**src/rtl/ddr_burst_reader_if.sv**
```systemverilog
// AXI4 read-address/read-data channels plus the outgoing AXI4-Stream for ddr_burst_reader.
// The master modport is the reader; the slave modport is the memory/sink side.
interface ddr_burst_reader_if #(
  parameter int ADDR_WIDTH = 32,
  parameter int DATA_WIDTH = 64
);
  logic [ADDR_WIDTH-1:0] m_axi_araddr;
  logic [7:0]            m_axi_arlen;
  logic [2:0]            m_axi_arsize;
  logic [1:0]            m_axi_arburst;
  logic                  m_axi_arvalid;
  logic                  m_axi_arready;
  logic [DATA_WIDTH-1:0] m_axi_rdata;
  logic [1:0]            m_axi_rresp;
  logic                  m_axi_rlast;
  logic                  m_axi_rvalid;
  logic                  m_axi_rready;
  logic [DATA_WIDTH-1:0] m_axis_tdata;
  logic                  m_axis_tvalid;
  logic                  m_axis_tready;
  logic                  m_axis_tlast;

  modport master (
    output m_axi_araddr, m_axi_arlen, m_axi_arsize, m_axi_arburst, m_axi_arvalid,
    input  m_axi_arready,
    input  m_axi_rdata, m_axi_rresp, m_axi_rlast, m_axi_rvalid,
    output m_axi_rready,
    output m_axis_tdata, m_axis_tvalid, m_axis_tlast,
    input  m_axis_tready
  );

  modport slave (
    input  m_axi_araddr, m_axi_arlen, m_axi_arsize, m_axi_arburst, m_axi_arvalid,
    output m_axi_arready,
    output m_axi_rdata, m_axi_rresp, m_axi_rlast, m_axi_rvalid,
    input  m_axi_rready,
    input  m_axis_tdata, m_axis_tvalid, m_axis_tlast,
    output m_axis_tready
  );
endinterface

```
**src/rtl/ddr_burst_reader.sv**
```systemverilog
// AXI4 read master streaming a contiguous DDR region into a 64-bit AXI4-Stream through a
// 2-entry skid FIFO, with sticky response-error flag and active-cycle counter.
module ddr_burst_reader #(
  parameter int DATA_WIDTH = 64,
  parameter int ADDR_WIDTH = 32,
  parameter int BURST_LEN  = 16
) (
  input  logic                  clk,
  input  logic                  rstn,
  input  logic                  start,
  input  logic [ADDR_WIDTH-1:0] base_addr,
  input  logic [15:0]           n_bursts,
  output logic                  busy,
  output logic                  done,
  output logic                  err,
  output logic [31:0]           cycles,
  ddr_burst_reader_if.master    bus
);
  localparam int BL_W  = $clog2(BURST_LEN);
  localparam int TOT_W = 16 + BL_W;
  localparam logic [1:0] S_IDLE   = 2'd0;
  localparam logic [1:0] S_ACTIVE = 2'd1;
  localparam logic [1:0] S_DONE   = 2'd2;
  localparam logic [ADDR_WIDTH-1:0] BURST_BYTES = ADDR_WIDTH'(BURST_LEN * 8);
  localparam logic [ADDR_WIDTH-1:0] ALIGN_MASK  = ~ADDR_WIDTH'(BURST_LEN * 8 - 1);
  localparam logic [BL_W-1:0]       LAST_IDX    = BL_W'(BURST_LEN - 1);

  logic [1:0]            state_q, state_d;
  logic [15:0]           nb_q, nb_d;
  logic [TOT_W-1:0]      total_q, total_d;
  logic [TOT_W-1:0]      beats_out_q, beats_out_d;
  logic [15:0]           ar_sent_q, ar_sent_d;
  logic [1:0]            out_q, out_d;
  logic [ADDR_WIDTH-1:0] araddr_q, araddr_d;
  logic                  arvalid_q, arvalid_d;
  logic [BL_W-1:0]       beat_q, beat_d;
  logic                  err_q, err_d;
  logic [31:0]           cycles_q, cycles_d;
  logic                  zero_run_q, zero_run_d;
  logic [DATA_WIDTH-1:0] mem_q [2];
  logic                  wptr_q, wptr_d, rptr_q, rptr_d;
  logic [1:0]            cnt_q, cnt_d;

  logic ar_hs_s, r_hs_s, ax_hs_s, rready_s, tvalid_s, last_s, burst_end_s, beat_bad_s;

  assign rready_s    = (state_q == S_ACTIVE) && (cnt_q < 2'd2);
  assign tvalid_s    = (state_q == S_ACTIVE) && (cnt_q != 2'd0);
  assign last_s      = tvalid_s && (beats_out_q == (total_q - TOT_W'(1)));
  assign ar_hs_s     = arvalid_q && bus.m_axi_arready;
  assign r_hs_s      = bus.m_axi_rvalid && rready_s;
  assign ax_hs_s     = tvalid_s && bus.m_axis_tready;
  assign burst_end_s = r_hs_s && bus.m_axi_rlast;
  assign beat_bad_s  = (bus.m_axi_rresp != 2'b00) || (bus.m_axi_rlast != (beat_q == LAST_IDX));

  // Control FSM, AR issue, outstanding-burst tracking and status counters
  always_comb begin
    state_d     = state_q;
    nb_d        = nb_q;
    total_d     = total_q;
    beats_out_d = beats_out_q;
    ar_sent_d   = ar_sent_q;
    out_d       = out_q;
    araddr_d    = araddr_q;
    arvalid_d   = arvalid_q;
    beat_d      = beat_q;
    err_d       = err_q;
    cycles_d    = cycles_q;
    zero_run_d  = zero_run_q;
    case (state_q)
      S_IDLE: begin
        if (start) begin
          araddr_d    = base_addr & ALIGN_MASK;
          nb_d        = n_bursts;
          total_d     = {n_bursts, {BL_W{1'b0}}};
          beats_out_d = '0;
          ar_sent_d   = 16'd0;
          out_d       = 2'd0;
          beat_d      = '0;
          err_d       = 1'b0;
          cycles_d    = 32'd0;
          arvalid_d   = (n_bursts != 16'd0);
          zero_run_d  = (n_bursts == 16'd0);
          state_d     = (n_bursts != 16'd0) ? S_ACTIVE : S_DONE;
        end else begin
          state_d = S_IDLE;
        end
      end
      S_ACTIVE: begin
        cycles_d = cycles_q + 32'd1;
        if (ar_hs_s) begin
          ar_sent_d = ar_sent_q + 16'd1;
          araddr_d  = araddr_q + BURST_BYTES;
        end else begin
          ar_sent_d = ar_sent_q;
          araddr_d  = araddr_q;
        end
        if (ar_hs_s && !burst_end_s) begin
          out_d = out_q + 2'd1;
        end else if (!ar_hs_s && burst_end_s && (out_q != 2'd0)) begin
          out_d = out_q - 2'd1;
        end else begin
          out_d = out_q;
        end
        // A pending request keeps its address until the slave takes it
        if (arvalid_q && !bus.m_axi_arready) begin
          arvalid_d = 1'b1;
        end else begin
          arvalid_d = (ar_sent_d < nb_q) && (out_d < 2'd2);
        end
        if (r_hs_s) begin
          beat_d = beat_q + BL_W'(1);
          err_d  = err_q | beat_bad_s;
        end else begin
          beat_d = beat_q;
          err_d  = err_q;
        end
        if (ax_hs_s) begin
          beats_out_d = beats_out_q + TOT_W'(1);
          state_d     = last_s ? S_DONE : S_ACTIVE;
        end else begin
          beats_out_d = beats_out_q;
          state_d     = S_ACTIVE;
        end
      end
      S_DONE: begin
        // A zero-length run lingers one extra cycle before pulsing done
        zero_run_d = 1'b0;
        arvalid_d  = 1'b0;
        state_d    = zero_run_q ? S_DONE : S_IDLE;
      end
      default: begin
        state_d   = S_IDLE;
        arvalid_d = 1'b0;
      end
    endcase
  end

  // Skid FIFO occupancy and pointers
  always_comb begin
    if (r_hs_s && !ax_hs_s) begin
      cnt_d = cnt_q + 2'd1;
    end else if (!r_hs_s && ax_hs_s) begin
      cnt_d = cnt_q - 2'd1;
    end else begin
      cnt_d = cnt_q;
    end
    wptr_d = r_hs_s ? ~wptr_q : wptr_q;
    rptr_d = ax_hs_s ? ~rptr_q : rptr_q;
  end

  // State registers with synchronous active-low reset
  always_ff @(posedge clk) begin
    if (!rstn) begin
      state_q     <= S_IDLE;
      nb_q        <= 16'd0;
      total_q     <= '0;
      beats_out_q <= '0;
      ar_sent_q   <= 16'd0;
      out_q       <= 2'd0;
      araddr_q    <= '0;
      arvalid_q   <= 1'b0;
      beat_q      <= '0;
      err_q       <= 1'b0;
      cycles_q    <= 32'd0;
      zero_run_q  <= 1'b0;
      mem_q[0]    <= '0;
      mem_q[1]    <= '0;
      wptr_q      <= 1'b0;
      rptr_q      <= 1'b0;
      cnt_q       <= 2'd0;
    end else begin
      state_q     <= state_d;
      nb_q        <= nb_d;
      total_q     <= total_d;
      beats_out_q <= beats_out_d;
      ar_sent_q   <= ar_sent_d;
      out_q       <= out_d;
      araddr_q    <= araddr_d;
      arvalid_q   <= arvalid_d;
      beat_q      <= beat_d;
      err_q       <= err_d;
      cycles_q    <= cycles_d;
      zero_run_q  <= zero_run_d;
      if (r_hs_s) begin
        mem_q[wptr_q] <= bus.m_axi_rdata;
      end else begin
        mem_q[wptr_q] <= mem_q[wptr_q];
      end
      wptr_q      <= wptr_d;
      rptr_q      <= rptr_d;
      cnt_q       <= cnt_d;
    end
  end

  assign bus.m_axi_araddr  = araddr_q;
  assign bus.m_axi_arlen   = 8'(BURST_LEN - 1);
  assign bus.m_axi_arsize  = 3'd3;
  assign bus.m_axi_arburst = 2'b01;
  assign bus.m_axi_arvalid = arvalid_q;
  assign bus.m_axi_rready  = rready_s;
  assign bus.m_axis_tdata  = mem_q[rptr_q];
  assign bus.m_axis_tvalid = tvalid_s;
  assign bus.m_axis_tlast  = last_s;

  assign busy   = (state_q != S_IDLE);
  assign done   = (state_q == S_DONE) && !zero_run_q;
  assign err    = err_q;
  assign cycles = cycles_q;
endmodule

```
**src/flat_wrapper.sv**
```systemverilog
// flat-port wrapper written by rule: the top's interface ports become plain ports
module ddr_burst_reader_flat 
#(
  parameter int DATA_WIDTH = 64,
  parameter int ADDR_WIDTH = 32,
  parameter int BURST_LEN  = 16
)
  (clk, rstn, start, base_addr, n_bursts, busy, done, err, cycles, bus_m_axi_araddr, bus_m_axi_arlen, bus_m_axi_arsize, bus_m_axi_arburst, bus_m_axi_arvalid, bus_m_axi_arready, bus_m_axi_rdata, bus_m_axi_rresp, bus_m_axi_rlast, bus_m_axi_rvalid, bus_m_axi_rready, bus_m_axis_tdata, bus_m_axis_tvalid, bus_m_axis_tlast, bus_m_axis_tready);
  ddr_burst_reader_if #(.ADDR_WIDTH(ADDR_WIDTH), .DATA_WIDTH(DATA_WIDTH)) bus_i ();
  input  logic clk;
  input  logic rstn;
  input  logic start;
  input  logic [ADDR_WIDTH-1:0] base_addr;
  input  logic [15:0] n_bursts;
  output logic busy;
  output logic done;
  output logic err;
  output logic [31:0] cycles;
  output wire logic [$bits(bus_i.m_axi_araddr)-1:0] bus_m_axi_araddr;
  output wire logic [$bits(bus_i.m_axi_arlen)-1:0] bus_m_axi_arlen;
  output wire logic [$bits(bus_i.m_axi_arsize)-1:0] bus_m_axi_arsize;
  output wire logic [$bits(bus_i.m_axi_arburst)-1:0] bus_m_axi_arburst;
  output wire logic [$bits(bus_i.m_axi_arvalid)-1:0] bus_m_axi_arvalid;
  input wire logic [$bits(bus_i.m_axi_arready)-1:0] bus_m_axi_arready;
  input wire logic [$bits(bus_i.m_axi_rdata)-1:0] bus_m_axi_rdata;
  input wire logic [$bits(bus_i.m_axi_rresp)-1:0] bus_m_axi_rresp;
  input wire logic [$bits(bus_i.m_axi_rlast)-1:0] bus_m_axi_rlast;
  input wire logic [$bits(bus_i.m_axi_rvalid)-1:0] bus_m_axi_rvalid;
  output wire logic [$bits(bus_i.m_axi_rready)-1:0] bus_m_axi_rready;
  output wire logic [$bits(bus_i.m_axis_tdata)-1:0] bus_m_axis_tdata;
  output wire logic [$bits(bus_i.m_axis_tvalid)-1:0] bus_m_axis_tvalid;
  output wire logic [$bits(bus_i.m_axis_tlast)-1:0] bus_m_axis_tlast;
  input wire logic [$bits(bus_i.m_axis_tready)-1:0] bus_m_axis_tready;
  assign bus_m_axi_araddr = bus_i.m_axi_araddr;
  assign bus_m_axi_arlen = bus_i.m_axi_arlen;
  assign bus_m_axi_arsize = bus_i.m_axi_arsize;
  assign bus_m_axi_arburst = bus_i.m_axi_arburst;
  assign bus_m_axi_arvalid = bus_i.m_axi_arvalid;
  assign bus_i.m_axi_arready = bus_m_axi_arready;
  assign bus_i.m_axi_rdata = bus_m_axi_rdata;
  assign bus_i.m_axi_rresp = bus_m_axi_rresp;
  assign bus_i.m_axi_rlast = bus_m_axi_rlast;
  assign bus_i.m_axi_rvalid = bus_m_axi_rvalid;
  assign bus_m_axi_rready = bus_i.m_axi_rready;
  assign bus_m_axis_tdata = bus_i.m_axis_tdata;
  assign bus_m_axis_tvalid = bus_i.m_axis_tvalid;
  assign bus_m_axis_tlast = bus_i.m_axis_tlast;
  assign bus_i.m_axis_tready = bus_m_axis_tready;
  ddr_burst_reader #(.DATA_WIDTH(DATA_WIDTH), .ADDR_WIDTH(ADDR_WIDTH), .BURST_LEN(BURST_LEN)) u_core (.clk(clk), .rstn(rstn), .start(start), .base_addr(base_addr), .n_bursts(n_bursts), .busy(busy), .done(done), .err(err), .cycles(cycles), .bus(bus_i));
endmodule
```
**config.mk**
```make
export PLATFORM = sky130hd
export DESIGN_NAME = ddr_burst_reader_flat
export DESIGN_NICKNAME = d
export VERILOG_FILES = /design/src/rtl/ddr_burst_reader_if.sv /design/src/rtl/ddr_burst_reader.sv /design/src/flat_wrapper.sv
export SDC_FILE = /design/constraint.sdc
export NUM_CORES = 1
export LEC_CHECK = 0
export CORE_ASPECT_RATIO = 1.4
export CORE_MARGIN = 5
export CORE_UTILIZATION = 30
export CTS_CLUSTER_DIAMETER = 50
export CTS_CLUSTER_SIZE = 8
export DETAILED_ROUTE_END_ITERATION = 10
export PLACE_DENSITY = 0.55
export SYNTH_ARGS = -nofsm -noshare
export SYNTH_HDL_FRONTEND = slang
export SYNTH_SLANG_ARGS = --single-unit
```
**constraint.sdc**
```tcl
create_clock -name clk -period 7.8 [get_ports clk]
set_input_delay 1.17 -clock clk [delete_from_list [all_inputs] [get_ports clk]]
set_output_delay 1.17 -clock clk [all_outputs]
set_load 0.05 [all_outputs]
```
==> flow_metrics.py <==
metrics = {
    "synth": {
        "post_synth_and_or_nand_nor_area_fraction_pct": 22.2,
        "mappedNetlistArea_um2": 12900,
        "synth-seq-cells": 253,
        "ys.flop_type": "sky130_fd_sc_hd__edfxtp_1",
        "synth_top_family_by_area": "simple AND/OR/NAND/NOR gates",
        "postSynthCellCount": 1319,
        "synth-compound-area-share_pct": 10.7,
        "synth-edff-count": 128,
        "synth_fa_ha_area_share_pct": 2.23,
        "synth_xor_xnor_area_share_pct": 4.08,
        "synth-seq-area-share_pct": 49.2,
        "ys_async_sr_fraction_pct": 0,
        "synth.lib_cells_used.distinct": 67,
        "ys.warnings.count": 0,
        "post_synth_mux_area_share_pct": 6.94,
        "post_syn_area_per_cell_um2": 9.77,
    },
    "sta": {
        "layout_min_cycle_time_ns": 5.01,
        "final.period_utilization_pct": 64.3,
        "finalSetupTns_ns": 0,
        "finalHoldViolCount": 0,
        "max_slew.worst_pin.slew_ns": 0.970,
        "setup_viol": 0,
        "rsz0062_at_grt": "false",
        "skew_ns": 0.0180,
        "relSlewSlack_pct": 35.2,
        "timing.final.max_slew_violations": 0,
        "clock.fmax_mhz": 200,
    },
    "place": {
        "port_buffers": 241,
        "place_congestion": 0.833,
        "hpwlAfterDp_mm": 25.1,
    },
    "setup_path": {
        "worst-r2r-cell-count": 8,
        "worst_path_largest_cell_delay_ns": 0.87,
        "worst-setup-path-type": "reg -> out",
        "crit_fanout": 9,
        "worst_setup_path_startpoint": "u_core.nb_q[0]",
        "timing.rr.end": "u_core.mem_q[1][33]",
        "r2r-start": "u_core.state_q[1]",
        "critPathRequiredTime_ns": 6.63,
        "worstSetupEndpointType": "output port",
        "cpMaxStageDelayCell": "sky130_fd_sc_hd__clkdlybuf4s50_1",
        "crit_chain": "inv_1 > ha_1 > or3b_4 > or4_4 > a211oi_2 > nand4_1 > nor3_1 > clkdlybuf4s50_1",
        "crit_arrival_ns": 3.84,
        "cp_launch_type": "flip-flop",
        "r2r_setup_slack_ns": 3.97,
        "endpoint": "bus_m_axis_tlast",
    },
    "final_layout": {
        "area_growth_pct": 31.0,
        "finish.net_count": 1674,
        "final.fill_count": 4180,
        "drive_above_1_share_pct": 10.3,
    },
    "min_path": {
        "holdCritPathClass": "reg -> reg",
    },
    "power_and_ir_drop": {
        "share_clk_of_total_power_pct": 42.0,
        "power.ir.vdd_worst_mv": 0.138,
        "cell_internal_pwr_uw": 2680,
        "power.combinational.fraction_pct": 17.9,
        "totalPowerFinal_uw": 3780,
        "leakage_power_uw": 0.00615,
        "netSwitchingPower_uw": 1100,
        "switching_share_pct": 29.0,
        "power.density_cell_area_nw_per_um2": 224,
        "seqPwrFrac_pct": 40.1,
    },
    "clock_tree": {
        "tritoncts_num_sinks": 253,
        "cts.repair_timing.setup_buffer_count": 0,
        "clk_latency_ns": 0.53,
        "cts_max_level": 2,
        "clock_tree_from_tritoncts": "yes",
        "cts_clk_pin_slew_worst_paths_ns": 0.05,
        "post_cts_resized": 0,
        "clk_path_buf_depth": 3,
        "cts_made_buffers": 40,
        "post_cts_hold_buffer_count": 0,
        "ctsRootBufferMaster": "sky130_fd_sc_hd__clkbuf_16",
    },
    "grt": {
        "grt_start_max_net_pins": 81,
        "groute.usage.overall_pct": 15.1,
        "number_of_global_route_vias_before_repair": 10100,
        "grt_antenna_before_repair": 2,
        "grt_remaining_overflow": 0,
        "grt_first_pass_wirelength_mm": 56.7,
    },
    "detailed_routing": {
        "routed_via_density": 4.96,
        "drcViolationCount": 0,
        "first_iter_violations": 525,
        "drt_wl_total_mm": 37.0,
        "vias": 10400,
        "antenna_left": 0,
        "iteration_count_of_the_initial_detailed_routing_pass": 5,
        "wl_per_cell_um": 17.6,
    },
    "floorplanning": {
        "io_pins": 269,
        "std_cell_rows": 89,
        "design.die.area_um2": 47300,
        "core_area_um2": 42300,
        "start_util_pct": 30.5,
        "fp.dieH_um": 255,
        "chipWidth_um": 185,
    },
    "status": {
        "status": "complete, no violations",
    },
    "job": {
        "drv.max_cap_violation_count": 0,
    },
}
==> metal layers <==
layer	vias up	wire, µm	track usage (%)
met3	47	2900	4.38
met2	295	17600	25.3
met1	4998	15700	19.0
met4	2	726	4.18
met5	-	12	0
li1	5089	-	-
==> critical path, delay by kind of cell (launching register included) <==
| family | cells | cell delay (ns) |
|---|---|---|
| adder cells (fa/ha/maj) | 1 | 0.27 |
| flip-flops | 1 | 0.41 |
| buffers and inverters | 2 | 0.97 |
| AND/OR/NAND/NOR | 4 | 1.38 |
| AO/OA/AOI/OAI | 1 | 0.28 |
==> through the flow <==
stage | instance area [µm²] | hold slack [ns] | std cells | worst slack, ns | util (%)
global placement | 15700 | 0.468 | 2034 | 3.13 | 37.1
floorplan | 13000 | 0.458 | 1337 | 1.07 | -
finish | 16900 | 0.465 | 2103 | 2.79 | 39.9
global route | 16900 | 0.524 | 2103 | 2.61 | 39.9
detailed placement | 15700 | 0.463 | 2034 | 3.12 | 37.1
CTS | 16900 | 0.474 | 2102 | 2.68 | 39.9
==> cell usage after synthesis, types with 6 or more instances <==
cell type	number	area (µm²)
sky130_fd_sc_hd__nand2_1	109	409
sky130_fd_sc_hd__buf_2	6	30.0
sky130_fd_sc_hd__and3_1	24	150
sky130_fd_sc_hd__ha_1	23	288
sky130_fd_sc_hd__clkbuf_1	67	251
sky130_fd_sc_hd__inv_1	25	93.8
sky130_fd_sc_hd__nand4_1	30	188
sky130_fd_sc_hd__nand2b_1	11	68.8
sky130_fd_sc_hd__o31a_1	6	52.6
sky130_fd_sc_hd__xor2_1	33	289
sky130_fd_sc_hd__dfxtp_1	125	2500
sky130_fd_sc_hd__a41oi_1	7	61.3
sky130_fd_sc_hd__mux2_2	71	800
sky130_fd_sc_hd__a21oi_1	84	420
sky130_fd_sc_hd__o31ai_1	6	45.0
sky130_fd_sc_hd__buf_4	20	150
sky130_fd_sc_hd__nor3_1	29	145
sky130_fd_sc_hd__o22ai_1	6	37.5
sky130_fd_sc_hd__nor4_1	14	87.6
sky130_fd_sc_hd__edfxtp_1	128	3840
sky130_fd_sc_hd__nor2_1	120	450
sky130_fd_sc_hd__buf_1	8	30.0
sky130_fd_sc_hd__and2_1	135	845
sky130_fd_sc_hd__o21ai_0	40	200
sky130_fd_sc_hd__a31oi_1	9	56.3
sky130_fd_sc_hd__or3_1	12	75.1
sky130_fd_sc_hd__xnor2_1	27	236
sky130_fd_sc_hd__o211ai_1	9	67.6
sky130_fd_sc_hd__nand3_1	44	220
sky130_fd_sc_hd__o221a_2	6	67.6
sky130_fd_sc_hd__a211oi_1	11	82.6
sky130_fd_sc_hd__a22oi_1	9	67.6
==> placed cells by master (no fill, tap or decap), drive strengths merged, types with 44 or more instances in the layout <==
cell type / n
dfxtp: 125
mux2: 75
clkbuf: 60
a21oi: 84
edfxtp: 128
and2: 136
clkdlybuf4s50: 241
nor2: 120
nand2: 109
nand3: 44
==> sequential cells by signal, summed over array words and instances (netlist names), 4 cells and up, named ones only <==
register                 flops
u_core.bus.m_axi_araddr     25
u_core.nb_q                 16
u_core.mem_q               128
u_core.beat_q                4
u_core.beats_out_q          20
u_core.ar_sent_q            16
u_core.cycles               32
==> worst min-delay path by stage <==
stage	from	to	cells past startpoint
global route	u_core.beats_out_q[1]	u_core.beats_out_q[1]	2
CTS	u_core.err	u_core.err	2
detailed placement	u_core.err	u_core.err	2
floorplan	u_core.beats_out_q[1]	u_core.beats_out_q[1]	2
global placement	u_core.beats_out_q[1]	u_core.beats_out_q[1]	2
finish	u_core.err	u_core.err	2
==> cells by family (layout without fill, tap and decap cells) <==
logic type | after synthesis | after routing
AO/OA/AOI/OAI | 218 | 218
XOR/XNOR | 60 | 60
adder cells (fa/ha/maj) | 23 | 23
buffers and inverters | 129 | 348
flip-flops | 253 | 253
multiplexers | 80 | 80
other | 2 | 21
AND/OR/NAND/NOR | 554 | 554
==> power groups by stage <==
stage	logic [µW]	registers, µW	clock network (µW)
CTS	685	1520	1640
detailed placement	683	1540	0
floorplan	408	1580	0
finish	678	1520	1590
global placement	678	1540	0
global route	727	1520	1700
==> area by class of cell <==
cell class,instances,area (µm²),area share [%]
Sequential cell,253,6350,37.6
Multi-Input combinational cell,955,6070,35.9
Timing Repair Buffer,254,2510,14.9
Clock buffer,60,1100,6.49
Tap cell,546,683,4.05
Inverter,26,97.6,0.578
Clock inverter,8,80.1,0.474
Antenna cell,1,2.50,0.0148
Power figures use the tool's default switching activity.
